**src/rtl/vga_pkg.sv**
```systemverilog
// Shared constants and pixel types for the VGA level-overlay slice.
//   PIX_W             : pixel payload width {R,G,B}, 10 bits per channel
//   FRAME_W / FRAME_H : native frame geometry
//   COL_GREEN/COL_RED : bar colours (top 8 bits of a channel set, low 2 bits zero)
//   rgb30_t           : packed pixel with r, g, b fields
package vga_pkg;

   localparam int unsigned PIX_W   = 30;
   localparam int unsigned FRAME_W = 640;
   localparam int unsigned FRAME_H = 480;

   typedef struct packed {
      logic [9:0] r;
      logic [9:0] g;
      logic [9:0] b;
   } rgb30_t;

   localparam rgb30_t COL_GREEN = '{r: 10'h000, g: 10'h3FC, b: 10'h000};
   localparam rgb30_t COL_RED   = '{r: 10'h3FC, g: 10'h000, b: 10'h000};

endpackage

```
**src/rtl/vga_level_overlay_if.sv**
```systemverilog
// Avalon-ST pixel stream bundle.
//   data          : {R[9:0],G[9:0],B[9:0]} pixel
//   startofpacket : first pixel of a frame
//   endofpacket   : last pixel of a frame
//   valid / ready : beat transfers when both are high
// master modport drives the beat and samples ready; slave is the receiver.
interface vga_level_overlay_if;
   import vga_pkg::*;

   logic [PIX_W-1:0] data;
   logic             startofpacket;
   logic             endofpacket;
   logic             valid;
   logic             ready;

   modport master (
      output data, startofpacket, endofpacket, valid,
      input  ready
   );

   modport slave (
      input  data, startofpacket, endofpacket, valid,
      output ready
   );

endinterface

```
**src/rtl/avalon_st_skid.sv**
```systemverilog
// Two-entry register slice for a valid/ready stream: an output register
// plus one skid register, giving full throughput with registered outputs.
//   clk, reset          : clock, synchronous active-high reset
//   in_data/in_valid    : upstream beat
//   in_ready            : low while the skid register holds a beat or in reset
//   out_data/out_valid  : registered downstream beat
//   out_ready           : downstream accepts the beat
module avalon_st_skid #(
   parameter int unsigned W = 32
) (
   input  logic         clk,
   input  logic         reset,
   input  logic [W-1:0] in_data,
   input  logic         in_valid,
   output logic         in_ready,
   output logic [W-1:0] out_data,
   output logic         out_valid,
   input  logic         out_ready
);

   logic         out_valid_q, out_valid_d;
   logic [W-1:0] out_data_q, out_data_d;
   logic         skid_valid_q, skid_valid_d;
   logic [W-1:0] skid_data_q, skid_data_d;
   logic         accept;

   assign in_ready  = ~reset & ~skid_valid_q;
   assign out_valid = out_valid_q;
   assign out_data  = out_data_q;

   always_comb begin
      out_valid_d  = out_valid_q;
      out_data_d   = out_data_q;
      skid_valid_d = skid_valid_q;
      skid_data_d  = skid_data_q;
      accept       = in_valid & in_ready;

      if (out_valid_q && !out_ready) begin
         // Output stalled: a beat accepted this cycle parks in the skid
         // register (it is empty, otherwise in_ready would be low).
         if (accept) begin
            skid_valid_d = 1'b1;
            skid_data_d  = in_data;
         end
      end else if (skid_valid_q) begin
         // Output free: the parked beat goes first to keep arrival order.
         out_valid_d  = 1'b1;
         out_data_d   = skid_data_q;
         skid_valid_d = 1'b0;
      end else begin
         out_valid_d = accept;
         if (accept) begin
            out_data_d = in_data;
         end
      end
   end

   always_ff @(posedge clk) begin
      if (reset) begin
         out_valid_q  <= 1'b0;
         out_data_q   <= '0;
         skid_valid_q <= 1'b0;
         skid_data_q  <= '0;
      end else begin
         out_valid_q  <= out_valid_d;
         out_data_q   <= out_data_d;
         skid_valid_q <= skid_valid_d;
         skid_data_q  <= skid_data_d;
      end
   end

endmodule

```
**src/rtl/vga_level_overlay.sv**
```systemverilog
// Pixel-stream stage that paints a horizontal audio-level bar over the
// bottom rows of each frame; every other pixel passes through unchanged.
//   clk, reset  : clock, synchronous active-high reset
//   level       : bar length in pixels (clamped to WIDTH)
//   level_valid : capture level into the pending register
//   snk         : upstream pixel stream (slave)
//   src         : downstream pixel stream (master), registered through a skid slice
// The bar length is latched per frame on the SOP beat, so a level update
// mid-frame only takes effect from the next frame.
module vga_level_overlay
   import vga_pkg::*;
#(
   parameter int unsigned WIDTH   = FRAME_W,
   parameter int unsigned HEIGHT  = FRAME_H,
   parameter int unsigned BAR_TOP = 440,
   parameter int unsigned WARN_X  = 480,
   parameter int unsigned LVL_W   = 10
) (
   input  logic                 clk,
   input  logic                 reset,
   input  logic [LVL_W-1:0]     level,
   input  logic                 level_valid,
   vga_level_overlay_if.slave   snk,
   vga_level_overlay_if.master  src
);

   localparam int unsigned      PAYLOAD_W  = PIX_W + 2;
   localparam logic [9:0]       X_LAST     = 10'(WIDTH - 1);
   localparam logic [8:0]       Y_LAST     = 9'(HEIGHT - 1);
   localparam logic [8:0]       BAR_Y      = 9'(BAR_TOP);
   localparam logic [9:0]       WARN_COL   = 10'(WARN_X);
   localparam logic [9:0]       LVL_MAX    = 10'(WIDTH);
   localparam logic [LVL_W-1:0] LVL_MAX_IN = LVL_W'(WIDTH);

   logic [9:0]           pend_lvl_q, pend_lvl_d;
   logic [9:0]           frame_lvl_q, frame_lvl_d;
   logic [9:0]           x_q, x_d;
   logic [8:0]           y_q, y_d;
   logic                 synced_q, synced_d;

   logic [9:0]           lvl_clamped;
   logic [9:0]           pix_x;
   logic [8:0]           pix_y;
   logic [9:0]           cur_lvl;
   logic                 cur_synced;
   logic                 in_bar;
   logic                 accept;
   rgb30_t               bar_col;
   logic [PIX_W-1:0]     pix_out;
   logic [PAYLOAD_W-1:0] skid_in;
   logic [PAYLOAD_W-1:0] skid_out;

   always_comb begin
      lvl_clamped = (level > LVL_MAX_IN) ? LVL_MAX : 10'(level);
      accept      = snk.valid & snk.ready;

      // x_q/y_q hold the position of the next beat; an SOP beat is (0,0)
      // whatever the counters say, which resynchronises them.
      pix_x = snk.startofpacket ? 10'd0 : x_q;
      pix_y = snk.startofpacket ? 9'd0  : y_q;

      // On the SOP beat the new frame level is the one being latched now.
      cur_lvl    = snk.startofpacket ? (level_valid ? lvl_clamped : pend_lvl_q)
                                     : frame_lvl_q;
      cur_synced = synced_q | snk.startofpacket;

      in_bar  = cur_synced && (pix_y >= BAR_Y) && (pix_x < cur_lvl);
      bar_col = (pix_x < WARN_COL) ? COL_GREEN : COL_RED;
      pix_out = snk.data;
      if (in_bar) begin
         pix_out = bar_col;
      end

      pend_lvl_d  = level_valid ? lvl_clamped : pend_lvl_q;
      frame_lvl_d = frame_lvl_q;
      x_d         = x_q;
      y_d         = y_q;
      synced_d    = synced_q;

      if (accept) begin
         if (snk.startofpacket) begin
            frame_lvl_d = cur_lvl;
            synced_d    = 1'b1;
         end
         if (pix_x == X_LAST) begin
            x_d = '0;
            y_d = (pix_y == Y_LAST) ? Y_LAST : pix_y + 9'd1;
         end else begin
            x_d = pix_x + 10'd1;
            y_d = pix_y;
         end
      end
   end

   always_ff @(posedge clk) begin
      if (reset) begin
         pend_lvl_q  <= '0;
         frame_lvl_q <= '0;
         x_q         <= '0;
         y_q         <= '0;
         synced_q    <= 1'b0;
      end else begin
         pend_lvl_q  <= pend_lvl_d;
         frame_lvl_q <= frame_lvl_d;
         x_q         <= x_d;
         y_q         <= y_d;
         synced_q    <= synced_d;
      end
   end

   assign skid_in = {pix_out, snk.startofpacket, snk.endofpacket};

   avalon_st_skid #(
      .W (PAYLOAD_W)
   ) u_skid (
      .clk       (clk),
      .reset     (reset),
      .in_data   (skid_in),
      .in_valid  (snk.valid),
      .in_ready  (snk.ready),
      .out_data  (skid_out),
      .out_valid (src.valid),
      .out_ready (src.ready)
   );

   assign src.data          = skid_out[PAYLOAD_W-1:2];
   assign src.startofpacket = skid_out[1];
   assign src.endofpacket   = skid_out[0];

endmodule

```
**src/flat_wrapper.sv**
```systemverilog
// flat-port wrapper written by rule: the top's interface ports become plain ports
module vga_level_overlay_flat import vga_pkg::*;
#(
   parameter int unsigned WIDTH   = FRAME_W,
   parameter int unsigned HEIGHT  = FRAME_H,
   parameter int unsigned BAR_TOP = 440,
   parameter int unsigned WARN_X  = 480,
   parameter int unsigned LVL_W   = 10
)
  (clk, reset, level, level_valid, snk_data, snk_startofpacket, snk_endofpacket, snk_valid, snk_ready, src_data, src_startofpacket, src_endofpacket, src_valid, src_ready);
  vga_level_overlay_if snk_i ();
  vga_level_overlay_if src_i ();
  input  logic clk;
  input  logic reset;
  input  logic [LVL_W-1:0] level;
  input  logic level_valid;
  input wire logic [$bits(snk_i.data)-1:0] snk_data;
  input wire logic [$bits(snk_i.startofpacket)-1:0] snk_startofpacket;
  input wire logic [$bits(snk_i.endofpacket)-1:0] snk_endofpacket;
  input wire logic [$bits(snk_i.valid)-1:0] snk_valid;
  output wire logic [$bits(snk_i.ready)-1:0] snk_ready;
  output wire logic [$bits(src_i.data)-1:0] src_data;
  output wire logic [$bits(src_i.startofpacket)-1:0] src_startofpacket;
  output wire logic [$bits(src_i.endofpacket)-1:0] src_endofpacket;
  output wire logic [$bits(src_i.valid)-1:0] src_valid;
  input wire logic [$bits(src_i.ready)-1:0] src_ready;
  assign snk_i.data = snk_data;
  assign snk_i.startofpacket = snk_startofpacket;
  assign snk_i.endofpacket = snk_endofpacket;
  assign snk_i.valid = snk_valid;
  assign snk_ready = snk_i.ready;
  assign src_data = src_i.data;
  assign src_startofpacket = src_i.startofpacket;
  assign src_endofpacket = src_i.endofpacket;
  assign src_valid = src_i.valid;
  assign src_i.ready = src_ready;
  vga_level_overlay #(.WIDTH(WIDTH), .HEIGHT(HEIGHT), .BAR_TOP(BAR_TOP), .WARN_X(WARN_X), .LVL_W(LVL_W)) u_core (.clk(clk), .reset(reset), .level(level), .level_valid(level_valid), .snk(snk_i), .src(src_i));
endmodule
```
**config.mk**
```make
export PLATFORM = sky130hd
export DESIGN_NAME = vga_level_overlay_flat
export DESIGN_NICKNAME = d
export VERILOG_FILES = /design/src/rtl/vga_pkg.sv /design/src/rtl/vga_level_overlay_if.sv /design/src/rtl/avalon_st_skid.sv /design/src/rtl/vga_level_overlay.sv /design/src/flat_wrapper.sv
export SDC_FILE = /design/constraint.sdc
export NUM_CORES = 1
export LEC_CHECK = 0
export CORE_AREA = 5 5 118 120
export CTS_BUF_LIST = sky130_fd_sc_hd__clkbuf_8
export DETAILED_ROUTE_END_ITERATION = 7
export DIE_AREA = 0 0 123 125
export MAX_ROUTING_LAYER = met4
export PLACE_DENSITY_LB_ADDON = 0.1
export SYNTH_ARGS = -nofsm -noshare
export SYNTH_HDL_FRONTEND = slang
export SYNTH_SLANG_ARGS = --single-unit
export TNS_END_PERCENT = 20
```
**constraint.sdc**
```tcl
create_clock -name clk -period 9.9 [get_ports clk]
set_input_delay 0.99 -clock clk [delete_from_list [all_inputs] [get_ports clk]]
set_output_delay 0.99 -clock clk [all_outputs]
set_load 0.05 [all_outputs]
```
==> metrics <==
maximum VDD drop 0.0000892 V; worst hold path depth 2; Core ar. approximately 13000 um2; final WL 13800 um; Starting DRT DRC Count 351; measured slew at the worst slew-check pin 1.03 ns; H-tree lvl count 3; min cycle time layout 4.41 ns; share of cells above drive strength 1 5.21%; RSZ-0062 raised after global routing false; Port Buf Inserts 80; area occupied by multi-input gates 2570 um2; overflow left after global routing 0; syn_area_per_cell 8.34 um2; fmax 0.227 GHz; Synth async-reset ratio 0%; post-CTS resize count 0; final hold vios 0; # fillers 1300; Compound-Gate Fraction of Synth Area between 20% and 30%; Initial Util 38.6%; Power Dens Cells 148 nW/um2; CTS Buffer Depth 2; synthesized area 4970 um2; row count 42; Critical Path Source Type input port; DIE WIDTH 123 um; Worst Reg-to-Reg Cells 5; DR vias/cell 5.47; Most used DFF post-synth dfxtp_1; CTS tree built; Pre-antenna DRT Iters 4; Area growth syn-to-layout 21.7%; Tot GR Track Use 18.8%; leak pwr around 2.3 nW; antenna violations before repair 0; Unique masters post-synth 54; worst hold slack 0.476 ns; register area 2120 um2; cts bufs inserted 9; global-route wire length before repair around 23000 um; CTS hold repair buffers 0; Post-Synth Adder-Cell Area 3.02%; critical path capture point type flop; number of synthesized flops with an enable pin 0; outcome finished, final reports clean; MaxCap Viol Count 0; pin count of the biggest net entering global routing 70; Synth Warn # 0; largest family of logic cells by synthesized area compound AO/OA/AOI/OAI gates; post-synthesis mux area share 1.21%; number of primary I/O pins 81; placed cells a little over 800; sequential area share after synthesis a little over two fifths; Syn Inst Count between 500 and 600; Worst-path clk slew 0.11 ns; synthesis-stage register bit count between 100 and 150; DRC 0; Worst EP required 10.13 ns; final setup TNS 0 ns; commonest cells after routing, fill and taps aside 105 x dfxtp_1, 79 x clkdlybuf4s50_1, 78 x a21oi_1; vias in the first global route approximately 4600; routability cong. about 0.86; DRT antenna net count 0; Pins Over Slew Limit 0; Post-Syn Nets approximately 660; commonest non-fill, non-tap cell in the layout dfxtp_1; Layout Skew 0.0173 ns; dpl hpwl 9110 um; Final Net Count approximately 700; Max-slew headroom 31.1%; Root Buffer clkbuf_8; Worst-Skew Late Latency 0.39 ns; Die Height 125 um; CP max FO 40; n_diodes 0; Vias 4530; crit path DAT 4.65 ns; Sinks on Clock Net about 110; final std cells w/o fill roughly 830; number of setup violations in the final report 0; Hold Path Class flop to flop; Final period util between 40% and 50%; Post-Synth XOR/XNOR Area 0.176%; total setup buffers inserted after CTS 0; Synth Area in Simple Gates 20.5%; WL/cell 16.7 um; WS Path Type input port to flop; die area 15400 um2
## layout make-up
type | count | share of cell area [%]
inverter | 24 | 1.49
timing repair buffer | 87 | 14.0
multi-input combinational | 419 | 42.4
sequential | 106 | 35.1
clock buffer | 9 | 2.05
clock inverter | 7 | 1.28
tap | 176 | 3.64
## layer usage
layer / routed length (um) / track usage, % / share of wire, % / vias to the layer above
met5: 0 / - / 0 / -
met4: 119 / 4.89 / 0.86 / 0
met3: 524 / 4.25 / 3.8 / 7
met2: 6800 / 30.3 / 49 / 87
met1: 6350 / 23.7 / 46 / 2167
li1: - / - / - / 2269
## critical path, cell delays in order
cell,delay (ns)
clkdlybuf4s50_1,0.45
buf_4,0.33
inv_1,0.37
nor2_1,0.19
a21oi_1,0.07
ha_1,0.36
nand2_1,0.08
nand4b_1,0.12
or4_4,0.64
nor4_4,0.86
a2111oi_0,0.15
## Yosys cell counts, drive strengths merged (2+ instances only)
master / count / area [um2]
ha: 12 / 150
nand2: 31 / 116
dfxtp: 106 / 2120
a21o: 2 / 15.0
a2111oi: 16 / 140
nor2: 51 / 191
nand3: 17 / 85.1
and2: 3 / 18.8
a21oi: 78 / 390
nand2b: 3 / 18.8
nand4b: 3 / 26.3
and3b: 2 / 17.5
o21a: 3 / 22.5
clkbuf: 37 / 139
nand3b: 9 / 67.6
a31oi: 4 / 25.0
a31o: 3 / 26.3
a22o: 14 / 123
mux2i: 6 / 60.1
a211o: 8 / 70.1
and3: 10 / 63.8
o32ai: 2 / 17.5
nor3b: 2 / 15.0
nor3: 13 / 76.3
or4: 2 / 18.8
buf: 10 / 56.3
nor4: 2 / 27.5
and4: 2 / 18.8
o21ai: 55 / 275
nand4: 8 / 50.1
a211oi: 11 / 82.6
a221o: 8 / 80.1
nor2b: 26 / 163
inv: 24 / 90.1
## power by group
part           switching, W  internal (W)  total, W
logic             0.0000961     0.0000604  0.000156
registers         0.0000130      0.000446  0.000459
clock network      0.000160      0.000120  0.000280
## metrics by stage
stage | utilization [%] | setup WS [ns] | total power [W] | cell area, um2
after floorplan | - | 6.02 | 0.000563 | 4970
after global placement | 45.4 | 5.19 | 0.000624 | 5850
after detailed placement | 45.4 | 5.06 | 0.000626 | 5850
after CTS | 47.0 | 5.48 | 0.000906 | 6050
after global routing | 47.0 | 5.16 | 0.000938 | 6050
final | 47.0 | 5.49 | 0.000895 | 6050
## path summary, 6_finish.rpt
check | from | endpoint | slack [ns]
worst max register to register | u_core.u_skid.skid_valid_q | u_core.u_skid.skid_data_q[15] | 6.45
worst min-delay path | u_core.frame_lvl_q[7] | u_core.frame_lvl_q[7] | 0.48
worst max-delay path | snk_startofpacket | u_core.u_skid.out_data[31] | 5.49
worst min register to register | u_core.frame_lvl_q[7] | u_core.frame_lvl_q[7] | 0.48
## kinds of logic after synthesis
group           Yosys count
fa+ha+maj                12
xor+xnor                  1
mux                       6
simple gates            189
compound gates          211
flops                   106
buf+inv                  71
## flip-flops by register name, indices dropped and copies added (netlist names)
signal and cells:
u_core.u_skid.skid_data_q 32, u_core.u_skid.out_valid 1, u_core.u_skid.skid_valid_q 1, u_core.x_q 10, u_core.synced_q 1, u_core.frame_lvl_q 10
u_core.pend_lvl_q 10, u_core.y_q 9, u_core.u_skid.out_data 32
(Power assumes the default switching activity.)
